===== src/rtl/wb_unified_mem_ctrl_pkg.sv =====
// Shared definitions for the unified instruction/data memory controller.
//   state_t   : controller FSM states (IDLE -> ACCESS -> RESP)
//   grant_t   : which Wishbone port owns the current access
//   NOP_WORD_DEFAULT    : word returned for out-of-range instruction fetches
//   TOHOST_WORD_DEFAULT : word index of the compliance tohost location
//   sel_merge : byte-lane merge of a new word into an old word
package wb_unified_mem_ctrl_pkg;

  typedef enum logic [1:0] {
    ST_IDLE,
    ST_ACCESS,
    ST_RESP
  } state_t;

  typedef enum logic {
    GRANT_INSTR = 1'b0,
    GRANT_DATA  = 1'b1
  } grant_t;

  localparam logic [31:0] NOP_WORD_DEFAULT    = 32'h0000_0013;
  localparam int unsigned TOHOST_WORD_DEFAULT = 2048;

  function automatic logic [31:0] sel_merge(input logic [31:0] old_word,
                                            input logic [31:0] new_word,
                                            input logic [3:0]  sel);
    logic [31:0] merged;
    merged = old_word;
    for (int unsigned i = 0; i < 4; i++) begin
      if (sel[i]) merged[8*i +: 8] = new_word[8*i +: 8];
    end
    return merged;
  endfunction

endpackage


===== src/rtl/wb_unified_mem_ctrl_if.sv =====
// Wishbone classic bundle carrying both core buses (iwb fetch, dwb data).
//   master : core side (drives adr/cyc/stb/we/sel/dat_i, receives dat_o/ack/err)
//   slave  : memory controller side
interface wb_unified_mem_ctrl_if;
  logic [31:0] iwb_adr_i;
  logic        iwb_cyc_i;
  logic        iwb_stb_i;
  logic [31:0] iwb_dat_o;
  logic        iwb_ack_o;

  logic [31:0] dwb_adr_i;
  logic [31:0] dwb_dat_i;
  logic        dwb_we_i;
  logic [3:0]  dwb_sel_i;
  logic        dwb_cyc_i;
  logic        dwb_stb_i;
  logic [31:0] dwb_dat_o;
  logic        dwb_ack_o;
  logic        dwb_err_o;

  modport master (
    output iwb_adr_i, iwb_cyc_i, iwb_stb_i,
    input  iwb_dat_o, iwb_ack_o,
    output dwb_adr_i, dwb_dat_i, dwb_we_i, dwb_sel_i, dwb_cyc_i, dwb_stb_i,
    input  dwb_dat_o, dwb_ack_o, dwb_err_o
  );

  modport slave (
    input  iwb_adr_i, iwb_cyc_i, iwb_stb_i,
    output iwb_dat_o, iwb_ack_o,
    input  dwb_adr_i, dwb_dat_i, dwb_we_i, dwb_sel_i, dwb_cyc_i, dwb_stb_i,
    output dwb_dat_o, dwb_ack_o, dwb_err_o
  );
endinterface


===== src/rtl/wb_unified_mem_ctrl_arb.sv =====
// Two-requester arbiter (instruction vs data) for the unified memory.
//   clk, rst_n : clock, asynchronous active-low reset
//   req_instr  : fetch port requesting
//   req_data   : data port requesting
//   take       : controller is able to accept a grant this cycle
//   valid      : at least one requester present
//   grant      : selected requester (combinational)
// Ties go to DATA unless DATA won the previous grant, so contention alternates.
module wb_rr_arbiter2
  import wb_unified_mem_ctrl_pkg::*;
(
  input  logic   clk,
  input  logic   rst_n,
  input  logic   req_instr,
  input  logic   req_data,
  input  logic   take,
  output logic   valid,
  output grant_t grant
);

  grant_t last_grant;

  always_comb begin
    valid = req_instr | req_data;
    grant = GRANT_INSTR;
    if (req_instr && req_data) begin
      grant = (last_grant == GRANT_DATA) ? GRANT_INSTR : GRANT_DATA;
    end else if (req_data) begin
      grant = GRANT_DATA;
    end
  end

  always_ff @(posedge clk or negedge rst_n) begin
    if (!rst_n) begin
      last_grant <= GRANT_INSTR;
    end else if (take && valid) begin
      last_grant <= grant;
    end
  end

endmodule


===== src/rtl/wb_unified_mem_ctrl.sv =====
// Wishbone classic slave merging the core's fetch and data buses onto one
// single-port synchronous SRAM, with byte selects, out-of-range detection and
// compliance tohost decoding.
//   clk, rst_n    : clock, asynchronous active-low reset
//   bus           : iwb/dwb Wishbone signals (slave modport)
//   mem_en/we/addr/wdata/rdata : external SRAM port (rdata valid 1 cycle after mem_en)
//   tohost_valid  : 1-cycle pulse on nonzero tohost write
//   tohost_data   : last value written to tohost
//   test_pass/fail: sticky compliance result
module wb_unified_mem_ctrl
  import wb_unified_mem_ctrl_pkg::*;
#(
  parameter int unsigned AW          = 13,
  parameter int unsigned TOHOST_WORD = TOHOST_WORD_DEFAULT,
  parameter logic [31:0] NOP_WORD    = NOP_WORD_DEFAULT
) (
  input  logic                   clk,
  input  logic                   rst_n,
  wb_unified_mem_ctrl_if.slave   bus,
  output logic                   mem_en,
  output logic [3:0]             mem_we,
  output logic [AW-1:0]          mem_addr,
  output logic [31:0]            mem_wdata,
  input  logic [31:0]            mem_rdata,
  output logic                   tohost_valid,
  output logic [31:0]            tohost_data,
  output logic                   test_pass,
  output logic                   test_fail
);

  state_t        state, state_n;
  grant_t        grant, r_gnt;
  logic          arb_valid;
  logic          req_instr, req_data;
  logic [31:0]   sel_adr;
  logic [AW-1:0] r_waddr;
  logic          r_we, r_in_range, r_drop;
  logic [3:0]    r_sel;
  logic [31:0]   r_wdata;
  logic          iwb_ack_q, dwb_ack_q, dwb_err_q;
  logic [31:0]   iwb_dat_q, dwb_dat_q;
  logic          hit_tohost;
  logic [31:0]   tohost_merged;
  logic          unused_adr_bits;

  assign unused_adr_bits = ^{bus.iwb_adr_i[1:0], bus.dwb_adr_i[1:0]};

  // Masters keep stb high during the ack cycle; masking a port while its own
  // response is showing stops that stale strobe from starting a second access.
  assign req_instr = bus.iwb_cyc_i & bus.iwb_stb_i & ~iwb_ack_q;
  assign req_data  = bus.dwb_cyc_i & bus.dwb_stb_i & ~(dwb_ack_q | dwb_err_q);

  wb_rr_arbiter2 u_arb (
    .clk       (clk),
    .rst_n     (rst_n),
    .req_instr (req_instr),
    .req_data  (req_data),
    .take      (state == ST_IDLE),
    .valid     (arb_valid),
    .grant     (grant)
  );

  assign sel_adr = (grant == GRANT_DATA) ? bus.dwb_adr_i : bus.iwb_adr_i;

  always_ff @(posedge clk or negedge rst_n) begin
    if (!rst_n) state <= ST_IDLE;
    else        state <= state_n;
  end

  always_comb begin
    state_n   = state;
    mem_en    = 1'b0;
    mem_we    = '0;
    mem_addr  = r_waddr;
    mem_wdata = r_wdata;
    case (state)
      ST_IDLE:   if (arb_valid) state_n = ST_ACCESS;
      ST_ACCESS: begin
        state_n = ST_RESP;
        mem_en  = r_in_range;
        if (r_in_range && r_gnt == GRANT_DATA && r_we) mem_we = r_sel;
      end
      ST_RESP:   state_n = ST_IDLE;
      default:   state_n = ST_IDLE;
    endcase
  end

  // Request capture at grant; cyc is re-checked during ACCESS so an abandoned
  // cycle still completes its SRAM access but produces no response.
  always_ff @(posedge clk or negedge rst_n) begin
    if (!rst_n) begin
      r_gnt      <= GRANT_INSTR;
      r_waddr    <= '0;
      r_we       <= 1'b0;
      r_sel      <= '0;
      r_wdata    <= '0;
      r_in_range <= 1'b0;
      r_drop     <= 1'b0;
    end else begin
      if (state == ST_IDLE && arb_valid) begin
        r_gnt      <= grant;
        r_waddr    <= sel_adr[AW+1:2];
        r_in_range <= (sel_adr[31:AW+2] == '0);
        r_we       <= (grant == GRANT_DATA) & bus.dwb_we_i;
        r_sel      <= bus.dwb_sel_i;
        r_wdata    <= bus.dwb_dat_i;
        r_drop     <= 1'b0;
      end
      if (state == ST_ACCESS) begin
        r_drop <= (r_gnt == GRANT_DATA) ? ~bus.dwb_cyc_i : ~bus.iwb_cyc_i;
      end
    end
  end

  always_ff @(posedge clk or negedge rst_n) begin
    if (!rst_n) begin
      iwb_ack_q <= 1'b0;
      dwb_ack_q <= 1'b0;
      dwb_err_q <= 1'b0;
      iwb_dat_q <= '0;
      dwb_dat_q <= '0;
    end else begin
      iwb_ack_q <= 1'b0;
      dwb_ack_q <= 1'b0;
      dwb_err_q <= 1'b0;
      if (state == ST_RESP && !r_drop) begin
        if (r_gnt == GRANT_INSTR) begin
          iwb_ack_q <= 1'b1;
          iwb_dat_q <= r_in_range ? mem_rdata : NOP_WORD;
        end else if (r_in_range) begin
          dwb_ack_q <= 1'b1;
          dwb_dat_q <= mem_rdata;
        end else begin
          dwb_err_q <= 1'b1;
          dwb_dat_q <= '0;
        end
      end
    end
  end

  assign bus.iwb_ack_o = iwb_ack_q;
  assign bus.iwb_dat_o = iwb_dat_q;
  assign bus.dwb_ack_o = dwb_ack_q;
  assign bus.dwb_err_o = dwb_err_q;
  assign bus.dwb_dat_o = dwb_dat_q;

  assign hit_tohost = (state == ST_RESP) && (r_gnt == GRANT_DATA) && r_we &&
                      r_in_range && (r_waddr == AW'(TOHOST_WORD));
  assign tohost_merged = sel_merge(tohost_data, r_wdata, r_sel);

  always_ff @(posedge clk or negedge rst_n) begin
    if (!rst_n) begin
      tohost_valid <= 1'b0;
      tohost_data  <= '0;
      test_pass    <= 1'b0;
      test_fail    <= 1'b0;
    end else begin
      tohost_valid <= 1'b0;
      if (hit_tohost) begin
        tohost_data <= tohost_merged;
        if (tohost_merged != '0) begin
          tohost_valid <= 1'b1;
          if (tohost_merged == 32'd1) test_pass <= 1'b1;
          else                        test_fail <= 1'b1;
        end
      end
    end
  end

endmodule


===== src/flat_wrapper.sv =====
// flat-port wrapper written by rule: the top's interface ports become plain ports
module wb_unified_mem_ctrl_flat import wb_unified_mem_ctrl_pkg::*;
#(
  parameter int unsigned AW          = 13,
  parameter int unsigned TOHOST_WORD = TOHOST_WORD_DEFAULT,
  parameter logic [31:0] NOP_WORD    = NOP_WORD_DEFAULT
)
  (clk, rst_n, mem_en, mem_we, mem_addr, mem_wdata, mem_rdata, tohost_valid, tohost_data, test_pass, test_fail, bus_iwb_adr_i, bus_iwb_cyc_i, bus_iwb_stb_i, bus_iwb_dat_o, bus_iwb_ack_o, bus_dwb_adr_i, bus_dwb_dat_i, bus_dwb_we_i, bus_dwb_sel_i, bus_dwb_cyc_i, bus_dwb_stb_i, bus_dwb_dat_o, bus_dwb_ack_o, bus_dwb_err_o);
  wb_unified_mem_ctrl_if bus_i ();
  input  logic clk;
  input  logic rst_n;
  output logic mem_en;
  output logic [3:0] mem_we;
  output logic [AW-1:0] mem_addr;
  output logic [31:0] mem_wdata;
  input  logic [31:0] mem_rdata;
  output logic tohost_valid;
  output logic [31:0] tohost_data;
  output logic test_pass;
  output logic test_fail;
  input wire logic [$bits(bus_i.iwb_adr_i)-1:0] bus_iwb_adr_i;
  input wire logic [$bits(bus_i.iwb_cyc_i)-1:0] bus_iwb_cyc_i;
  input wire logic [$bits(bus_i.iwb_stb_i)-1:0] bus_iwb_stb_i;
  output wire logic [$bits(bus_i.iwb_dat_o)-1:0] bus_iwb_dat_o;
  output wire logic [$bits(bus_i.iwb_ack_o)-1:0] bus_iwb_ack_o;
  input wire logic [$bits(bus_i.dwb_adr_i)-1:0] bus_dwb_adr_i;
  input wire logic [$bits(bus_i.dwb_dat_i)-1:0] bus_dwb_dat_i;
  input wire logic [$bits(bus_i.dwb_we_i)-1:0] bus_dwb_we_i;
  input wire logic [$bits(bus_i.dwb_sel_i)-1:0] bus_dwb_sel_i;
  input wire logic [$bits(bus_i.dwb_cyc_i)-1:0] bus_dwb_cyc_i;
  input wire logic [$bits(bus_i.dwb_stb_i)-1:0] bus_dwb_stb_i;
  output wire logic [$bits(bus_i.dwb_dat_o)-1:0] bus_dwb_dat_o;
  output wire logic [$bits(bus_i.dwb_ack_o)-1:0] bus_dwb_ack_o;
  output wire logic [$bits(bus_i.dwb_err_o)-1:0] bus_dwb_err_o;
  assign bus_i.iwb_adr_i = bus_iwb_adr_i;
  assign bus_i.iwb_cyc_i = bus_iwb_cyc_i;
  assign bus_i.iwb_stb_i = bus_iwb_stb_i;
  assign bus_iwb_dat_o = bus_i.iwb_dat_o;
  assign bus_iwb_ack_o = bus_i.iwb_ack_o;
  assign bus_i.dwb_adr_i = bus_dwb_adr_i;
  assign bus_i.dwb_dat_i = bus_dwb_dat_i;
  assign bus_i.dwb_we_i = bus_dwb_we_i;
  assign bus_i.dwb_sel_i = bus_dwb_sel_i;
  assign bus_i.dwb_cyc_i = bus_dwb_cyc_i;
  assign bus_i.dwb_stb_i = bus_dwb_stb_i;
  assign bus_dwb_dat_o = bus_i.dwb_dat_o;
  assign bus_dwb_ack_o = bus_i.dwb_ack_o;
  assign bus_dwb_err_o = bus_i.dwb_err_o;
  wb_unified_mem_ctrl #(.AW(AW), .TOHOST_WORD(TOHOST_WORD), .NOP_WORD(NOP_WORD)) u_core (.clk(clk), .rst_n(rst_n), .bus(bus_i), .mem_en(mem_en), .mem_we(mem_we), .mem_addr(mem_addr), .mem_wdata(mem_wdata), .mem_rdata(mem_rdata), .tohost_valid(tohost_valid), .tohost_data(tohost_data), .test_pass(test_pass), .test_fail(test_fail));
endmodule

===== config.mk =====
export PLATFORM = sky130hd
export DESIGN_NAME = wb_unified_mem_ctrl_flat
export DESIGN_NICKNAME = d
export VERILOG_FILES = /design/src/rtl/wb_unified_mem_ctrl_pkg.sv /design/src/rtl/wb_unified_mem_ctrl_if.sv /design/src/rtl/wb_unified_mem_ctrl_arb.sv /design/src/rtl/wb_unified_mem_ctrl.sv /design/src/flat_wrapper.sv
export SDC_FILE = /design/constraint.sdc
export NUM_CORES = 1
export LEC_CHECK = 0
export BUFFER_PORTS_ARGS = -buffer_cell sky130_fd_sc_hd__buf_2
export CAP_MARGIN = 10
export CORE_ASPECT_RATIO = 0.6
export CORE_UTILIZATION = 25
export CTS_CLUSTER_DIAMETER = 50
export DETAILED_ROUTE_END_ITERATION = 6
export SLEW_MARGIN = 20
export SYNTH_ARGS = -nofsm -noshare
export SYNTH_HDL_FRONTEND = slang
export SYNTH_HIERARCHICAL = 1
export SYNTH_SLANG_ARGS = --single-unit
export TNS_END_PERCENT = 100

===== constraint.sdc =====
create_clock -name clk -period 2.1 [get_ports clk]
set_input_delay 0.105 -clock clk [delete_from_list [all_inputs] [get_ports clk]]
set_output_delay 0.105 -clock clk [all_outputs]
set_load 0.02 [all_outputs]

==> impl.org, run 1 <==
** Job
- Max-cap violations in this run came to 0.

** Worst hold path
- Hold Crit Class :: input port to register
- The worst hold path begins at bus_iwb_adr_i[7].

** GRT
- The number of antenna violations at the first check in global routing is 1.
- Via count of the first global-routing pass :: 5712
- The first global-routing pass estimated 31700 um of wire.
- Maximum number of pins on one net before global-route repair :: 70
- Aggregate global routing overflow :: 0
- For this run, the total global-route usage over all layers was measured as 0.157.

** Cells and area
- The final layout contains 1083 nets.
- Util after Layout :: 0.391
- Share of final-layout standard cells stronger than drive strength 1 :: 0.437
- Top library cells by usage in the layout, fill and taps aside :: 285 x buf_2, 157 x dfrtp_1, 99 x nand2_1
- Fill cells in the final layout number roughly 2500.
- Most common library cell in the layout ignoring fill and taps :: buf_2
- Synth-to-Final Area Change :: 51.4%
- Once layout is done, the placed cells without fillers occupy 10000 um^2.

** Timing
- Across the routed clock network, the largest skew measured is between 0.006 and 0.007 ns.
- Pins over their slew limit :: 0
- Setup slack on the critical path of the routed design comes to -0.0301 ns.
- In the finished design, the share of the clock period the worst path needs comes to 1.01.
- Setup TNS Final :: -0.532 ns
- Setup repair after global routing missed its margin :: yes
- Crit path time final :: around 2.1 ns
- In this run the tightest slew margin relative to its limit is 0.571.
- Setup violations remaining at the end of the flow were counted as 31.
- At the pin with the least slew margin, the transition time is 0.644 ns.
- Static timing analysis puts the maximum clock frequency at 469 MHz.
- Total count of hold-check failures in the final report :: 0

** Placed design
- Detailed placement ended at an HPWL of 14600 um.
- Before CTS, the worst setup slack after placement is -0.0876 ns.
- Number of input and output port buffers inserted :: 286
- Routability-driven placement finished with a final weighted congestion of 0.802.
- Once placement finished, the instance area stood at about 8500 um^2.

** Routing
- Total vias in the final route :: 5639
- The detailed router finished its first iteration with between 200 and 300 violations.
- Summed over all layers, the routed wires come to approximately 21000 um.
- After detailed routing, the number of vias per cell comes to 4.30.
- Number of antenna-violating nets in the routed design :: 0
- Remaining DRCs :: 0
- In the final routed layout, each cell accounts on average for 15.8 um.
- First drt pass iteration count :: 4

** Clocking
- No sink is reached through more buffers than the 2 on the longest clock path.
- Clock sink count :: 158
- H-tree depth reported by CTS :: 4
- In this run, CTS created clock tree buffers numbering 17.
- TritonCTS built the clock tree.
- Clock network latency to the later pin of the worst-skew pair :: roughly 0.44 ns
- CTS Root Buffer Type :: clkbuf_16
- Clock input transition at the sequential cells of the worst setup and hold paths :: 0.06 ns

** Outcome
- The final reports fail on negative setup slack.
- The flow ran to the end, but the final reports show violations.

** Critical path
- CP required :: 2.42 ns
- Reg-to-reg startpoint :: u_core/mem_addr[2]
- STA classifies the critical path endpoint as a register.
- Of all nets on the critical path, the largest fanout is 8.
- Data arrival, critical path :: 2.45 ns
- The worst setup path is launched from a register.
- Start point of the critical path :: u_core/mem_addr[2]
- Buffering stage count on the worst path with inverters included :: 0
- On the critical path, the stage with the largest delay is an instance of or4_4.
- The cell family contributing the most delay on the critical path is simple AND/OR/NAND/NOR gates.
- Walking the worst path, the cells encountered are or4_4 -> nor4_4 -> and4_4 -> and2_4 -> mux2_4.
- The setup path with the least slack is of type register to register.
- Delay of the slowest cell on the worst path :: 0.54 ns

** Power
- The design draws 13.3 mW.
- The analysis attributes to cell leakage a power of 4.98 nW.
- Power per cell area :: 1330 nW/um^2
- VDD sags by at most 0.000521 V.

** Floorplan
- The floorplan has 45 rows.
- Y dimension of the die :: between 100 and 150 um
- From left edge to right edge, the die measures 212 um.
- Die area :: 27200 um^2
- Io pins :: 291
- After floorplanning, the core was sized to cover 25700 um^2.
- For this configuration, the core starts out at a cell density of 0.258.

** Yosys
- Number of synthesized flops with an enable pin :: 0
- Cell area after synthesis :: 6630 um^2
- Yosys mapped the design onto 44 distinct sky130hd cell types.
- Mean instance size in the synthesized netlist :: 11.8 um^2
- Most used flip-flop cell after synthesis :: dfrtp_1
- Counting every net in the synthesized netlist gives 702.
- For this run, asynchronously set or reset flops after synthesis account for 1.00.
- Synthesis handed over a netlist of approximately 560 instances.
- For this run, the register share of the synthesized area comes to 0.596.
- During synthesis, Yosys emitted a total of 6 warnings.
- The synthesized design contains 158 register bits.
-- Yosys cell counts (2+ instances only) --
library cell / number / area (um^2)
dfrtp_1: 158 / 3950
nand2_1: 100 / 375
o21ai_0: 53 / 265
mux2_2: 39 / 439
nor2_1: 32 / 120
mux2_4: 31 / 465
a21oi_1: 22 / 110
clkbuf_1: 21 / 78.8
mux2i_1: 13 / 130
o21ai_1: 12 / 60.1
nor3_1: 10 / 50.1
nor4_1: 10 / 62.6
buf_1: 6 / 22.5
inv_1: 5 / 18.8
and2_4: 4 / 35.0
and3_1: 4 / 25.0
buf_12: 4 / 80.1
nand4_1: 3 / 18.8
nor3b_1: 3 / 22.5
o22ai_1: 3 / 18.8
or4_1: 3 / 22.5
a22oi_1: 2 / 15.0
nor4_4: 2 / 42.5
or3_1: 2 / 12.5
or4b_1: 2 / 20.0
-- final cells by class --
cell class                 instances  area [um^2]  area share
inverter                           5         18.8     0.00187
tap                              352          440      0.0439
multi-input combinational        366         2470       0.246
clock inverter                     9          134      0.0133
timing repair buffer             396         2560       0.255
clock buffer                      23          468      0.0466
sequential                       158         3960       0.394
antenna                            1         2.50    0.000249
-- metal layers --
metal / wire (um) / track usage / up-vias
met1: 9920 / 0.213 / 2709
li1: - / - / 2707
met2: 9060 / 0.233 / 205
met4: 301 / 0.0504 / 0
met3: 1370 / 0.0537 / 18
met5: 0 / 0 / -
-- path summary, 6_finish.rpt --
check / endpoint / slack (ns) / depth (start not counted)
max: u_core/tohost_data[16] / -0.03 / 5
min: u_core/mem_addr[5] / 0.03 / 3
max reg2reg: u_core/tohost_data[16] / -0.03 / 5
min reg2reg: u_core/test_pass / 0.48 / 1
max in group asynchronous: u_core/bus.dwb_dat_o[20] / 1.25 / 3
min in group asynchronous: u_core/mem_wdata[12] / 0.14 / 2
-- metrics by stage --
| step | std cells | hold slack, ns |
|---|---|---|
| after floorplan | 563 | -0.191 |
| after global placement | 1183 | 0.0368 |
| after detailed placement | 1183 | 0.0376 |
| after CTS | 1309 | 0.000528 |
| after global routing | 1310 | 0.0170 |
| final | 1310 | 0.0252 |
-- sequential cells by signal, indices dropped and copies added, names as in the netlist, 2 cells and up --
signal and cells:
u_core/bus.dwb_dat_o 32, u_core/bus.iwb_dat_o 32, u_core/mem_wdata 32, u_core/tohost_data 32
u_core/mem_addr 13, u_core/r_sel 4, u_core/state 2
-- cells by family (layout without fill, tap and decap cells) --
group,count (synthesis),in the layout,synth area share
flip-flops,158,158,0.596
AO/OA/AOI/OAI,98,98,0.0779
buffers and inverters,39,433,0.0347
AND/OR/NAND/NOR,185,185,0.135
other,0,1,0
multiplexers,83,83,0.156
-- power by group --
group | switching, mW | internal [mW]
Combinational | 3.09 | 1.91
Sequential | 0.971 | 4.18
Clock | 1.26 | 1.94
-- timing repair --
action / CTS / global route
hold buffers: 93 / 0
hold endpoints to repair: 246 / 0
gates cloned: 0 / 0
buffers inserted: 2 / 0
pin swaps: 1 / 0
gates resized for setup: 1 / 1
setup endpoints to repair: 31 / 34
-- worst register-to-register path: stages, from the launching register on --
cell and delay, ns:
dfrtp_2 0.40, or4_4 0.54, nor4_4 0.16, and4_4 0.33, and2_4 0.27, mux2_4 0.32
Note: power is estimated with default switching activity, not from simulation.
==> run 2, diff against run 1 <==
--- a/config.mk
+++ b/config.mk
@@ -10,5 +10,6 @@
 export CORE_ASPECT_RATIO = 0.6
-export CORE_UTILIZATION = 25
+export CORE_UTILIZATION = 43
 export CTS_CLUSTER_DIAMETER = 50
 export DETAILED_ROUTE_END_ITERATION = 6
+export PLACE_DENSITY = 0.77
 export SLEW_MARGIN = 20
==> constraint.sdc (replaced) <==
create_clock -name clk -period 2.1 [get_ports clk]
set_input_delay 0.42 -clock clk [delete_from_list [all_inputs] [get_ports clk]]
set_output_delay 0.42 -clock clk [all_outputs]
set_load 0.02 [all_outputs]
==> impl.org, run 2 (synthesized netlist as in run 1, its figures left out) <==
** Timing
- The final sum of negative setup slack was -1.16 ns (-0.626 ns).
- The count of endpoints failing setup in the final report was 31 (unchanged).
- Setup repair after global routing missed its margin :: yes
- The clock skew was 0.0114 ns (+0.00502 ns).
- The worst setup slack after layout came to -0.0573 ns (-0.0272 ns).
- The maximum operating frequency is 464 MHz (-1.3%).
- The measured slew at the worst slew-check pin is 0.586 ns (-0.0577 ns).
- Share of the clock period used by the worst path :: 1.03 (+0.0130)
- The clock period minus worst slack is 2.16 ns (+0.0272 ns).
- Pins over their slew limit :: 0 (unchanged)
- The worst-case headroom to the max-slew limit is 0.609 (+0.0384).
- The total count of hold-check failures in the final report is 0 (unchanged).

** Placed design
- Number of input and output port buffers inserted :: 286 (unchanged)
- The pre-CTS setup slack was -0.0772 ns (+0.0104 ns).
- Global placement routability congestion :: 0.829 (+3.4%)
- The final HPWL from detailed placement came to 13100 um (-10%).
- The cell area after placement is 8350 um^2 (-1.8%).

** Critical path
- Delay of the slowest cell on the worst path :: 0.55 ns (about the same)
- The worst setup path is launched from a register.
- The number of buffers and inverters on the critical path was 1 (+1).
- Critical-path maximum fanout :: 8 (unchanged)
- The cell count along the critical path is 6 (+1).
- Cell-by-cell listing of the critical path :: or4_4 -> nor4_4 -> and4_1 -> buf_6 -> and2_4 -> mux2_4
- Data arrival, critical path :: 2.45 ns (about the same)
- CP required :: 2.39 ns (-0.03 ns)
- The number of cells traversed by the worst register-to-register path is 6 (+1).
- CP delay by family, top :: simple AND/OR/NAND/NOR gates
- On the critical path, the stage with the largest delay is an instance of or4_4.
- STA classifies the critical path endpoint as a register.
- The critical path is of the register to register type.

** Power
- The power density of the placed cells came to 1440 nW/um^2 (+8.7%).
- The largest voltage drop on the vdd net was 0.000691 V (+33%).
- The standby leakage power was 4.60 nW (-7.6%).

** GRT
- The global routing usage summed across all routing layers came to 0.226 (+0.0691).
- The number of antenna violations at the first check in global routing was 1 (unchanged).
- Global-route wire length before repair :: 27600 um (-13%)
- The pin count of the biggest net entering global routing is 67 (-4.3%).
- The final global-route overflow total was 0 (unchanged).
- The via count of the first global-routing pass came to 5237 (-8.3%).

** Clocking
- The clock latency reported for the late side of the worst-skew pair is 0.42 ns (-0.02 ns).
- Clock input transition at the sequential cells of the worst setup and hold paths :: 0.07 ns (about the same)
- Clock sink count :: 158 (unchanged)
- TritonCTS built the clock tree.
- Maximum number of buffers from clock root to sink :: 2 (unchanged)
- H-tree depth reported by CTS :: 4 (unchanged)
- CTS Root Buffer Type :: clkbuf_16
- TritonCTS buffer count :: 17 (unchanged)

** Cells and area
- FILL cells :: 1208 (-52%)
- Synth-to-Final Area Change :: 35.1%
- Most common library cell in the layout ignoring fill and taps :: buf_2
- The cell area after layout was 8960 um^2 (-11%).
- The share of cells above drive strength 1 is 0.490 (+0.0529).
- The layout net count is 996 (-8.0%).
- Top library cells by usage in the layout, fill and taps aside :: 285 x buf_2, 156 x dfrtp_1, 99 x nand2_1

** Routing
- Ratio of routed vias to standard cells :: 4.97 (+15%)
- Routed Wire Length :: 17400 um (-16%)
- Number of antenna-violating nets in the routed design :: 0 (unchanged)
- The vias after detailed routing came to 5308 (-5.9%).
- The detailed-routing iteration count for the pre-antenna-repair pass was 4 (unchanged).
- The mean routed wirelength per cell was 16.3 um (+3.2%).
- Drt first-iter violations :: 307 (+6.6%)
- Remaining DRCs :: 0 (unchanged)

** Worst hold path
- Hold Crit Class :: input port to register
- Worst hold path depth :: 2 (-1)

** Floorplan
- Io pins :: 291 (unchanged)
- The area of the die came to 15900 um^2 (-41%).
- Initial core utilization :: 0.449 (+0.191)
- Y dimension of the die :: 98.2 um (-23%)
- The number of rows created at floorplan came to 34 (-24%).
- The area inside the core boundary is 14800 um^2 (-43%).
- X dimension of the die :: 162 um (-24%)

** Job
- The reported max-cap violation count is 0 (unchanged).

** Outcome
- Result of the run :: finished, violations left
- Violated checks :: negative setup slack
## run 2: cell type report
| type | count | area [um^2] | area share |
|---|---|---|---|
| repair buffers | 309 | 1690 | 0.189 |
| inverters | 5 | 18.8 | 0.00209 |
| clock inverters | 13 | 129 | 0.0144 |
| multi-input cells | 366 | 2470 | 0.276 |
| diodes | 1 | 2.50 | 0.000279 |
| well taps | 198 | 248 | 0.0276 |
| flip-flops and latches | 158 | 3960 | 0.441 |
| clock buffers | 19 | 443 | 0.0494 |
## run 2: path summary, 6_finish.rpt
kind                            slack (ns)                       end               start
worst max-delay path                 -0.06    u_core/tohost_data[21]  u_core/mem_addr[2]
worst min-delay path                  0.23           u_core/r_sel[3]    bus_dwb_sel_i[3]
worst max register to register       -0.06    u_core/tohost_data[21]  u_core/mem_addr[2]
worst min register to register        0.47          u_core/test_pass    u_core/test_pass
max in group asynchronous             0.92    u_core/tohost_data[12]               rst_n
min in group asynchronous             0.52  u_core/bus.iwb_dat_o[11]               rst_n
## run 2: where the power goes
group / internal [mW] / switching [mW]
combinational: 1.83 / 3.06
clock: 1.69 / 1.29
sequential: 4.18 / 0.895
## run 2: metrics by stage
| step | util | hold slack, ns | total power, mW | cells |
|---|---|---|---|---|
| after global routing | 0.607 | 0.214 | 13.7 | 1069 |
| after detailed placement | 0.566 | 0.409 | 10.0 | 1034 |
| after global placement | 0.566 | 0.401 | 9.85 | 1034 |
| after floorplan | - | 0.124 | 7.93 | 563 |
| after CTS | 0.606 | 0.219 | 13.0 | 1068 |
| final | 0.607 | 0.230 | 12.9 | 1069 |
## run 2: repair_timing
item | in CTS | in global routing
gates resized for setup | 1 | 3
pin swaps | 2 | 1
endpoints found under the setup margin | 31 | 34
gates cloned | 0 | 0
hold endpoints to repair | 48 | 0
hold buffers | 1 | 0
buffers inserted | 1 | 0
## run 2: worst reg2reg max path: cells and delay by family, from the launching register on
kind,cells,cell delay [ns]
buffers and inverters,1,0.13
DFF,1,0.40
muxes,1,0.32
and+or+nand+nor,4,1.19
## run 2: metal layers
layer  track usage  part of all wire  vias to the layer above
met1         0.308              0.46                     2561
li1              -                 -                     2543
met4        0.0798             0.021                        0
met2         0.353              0.47                      177
met3        0.0523             0.050                       27
met5             0                 0                        -
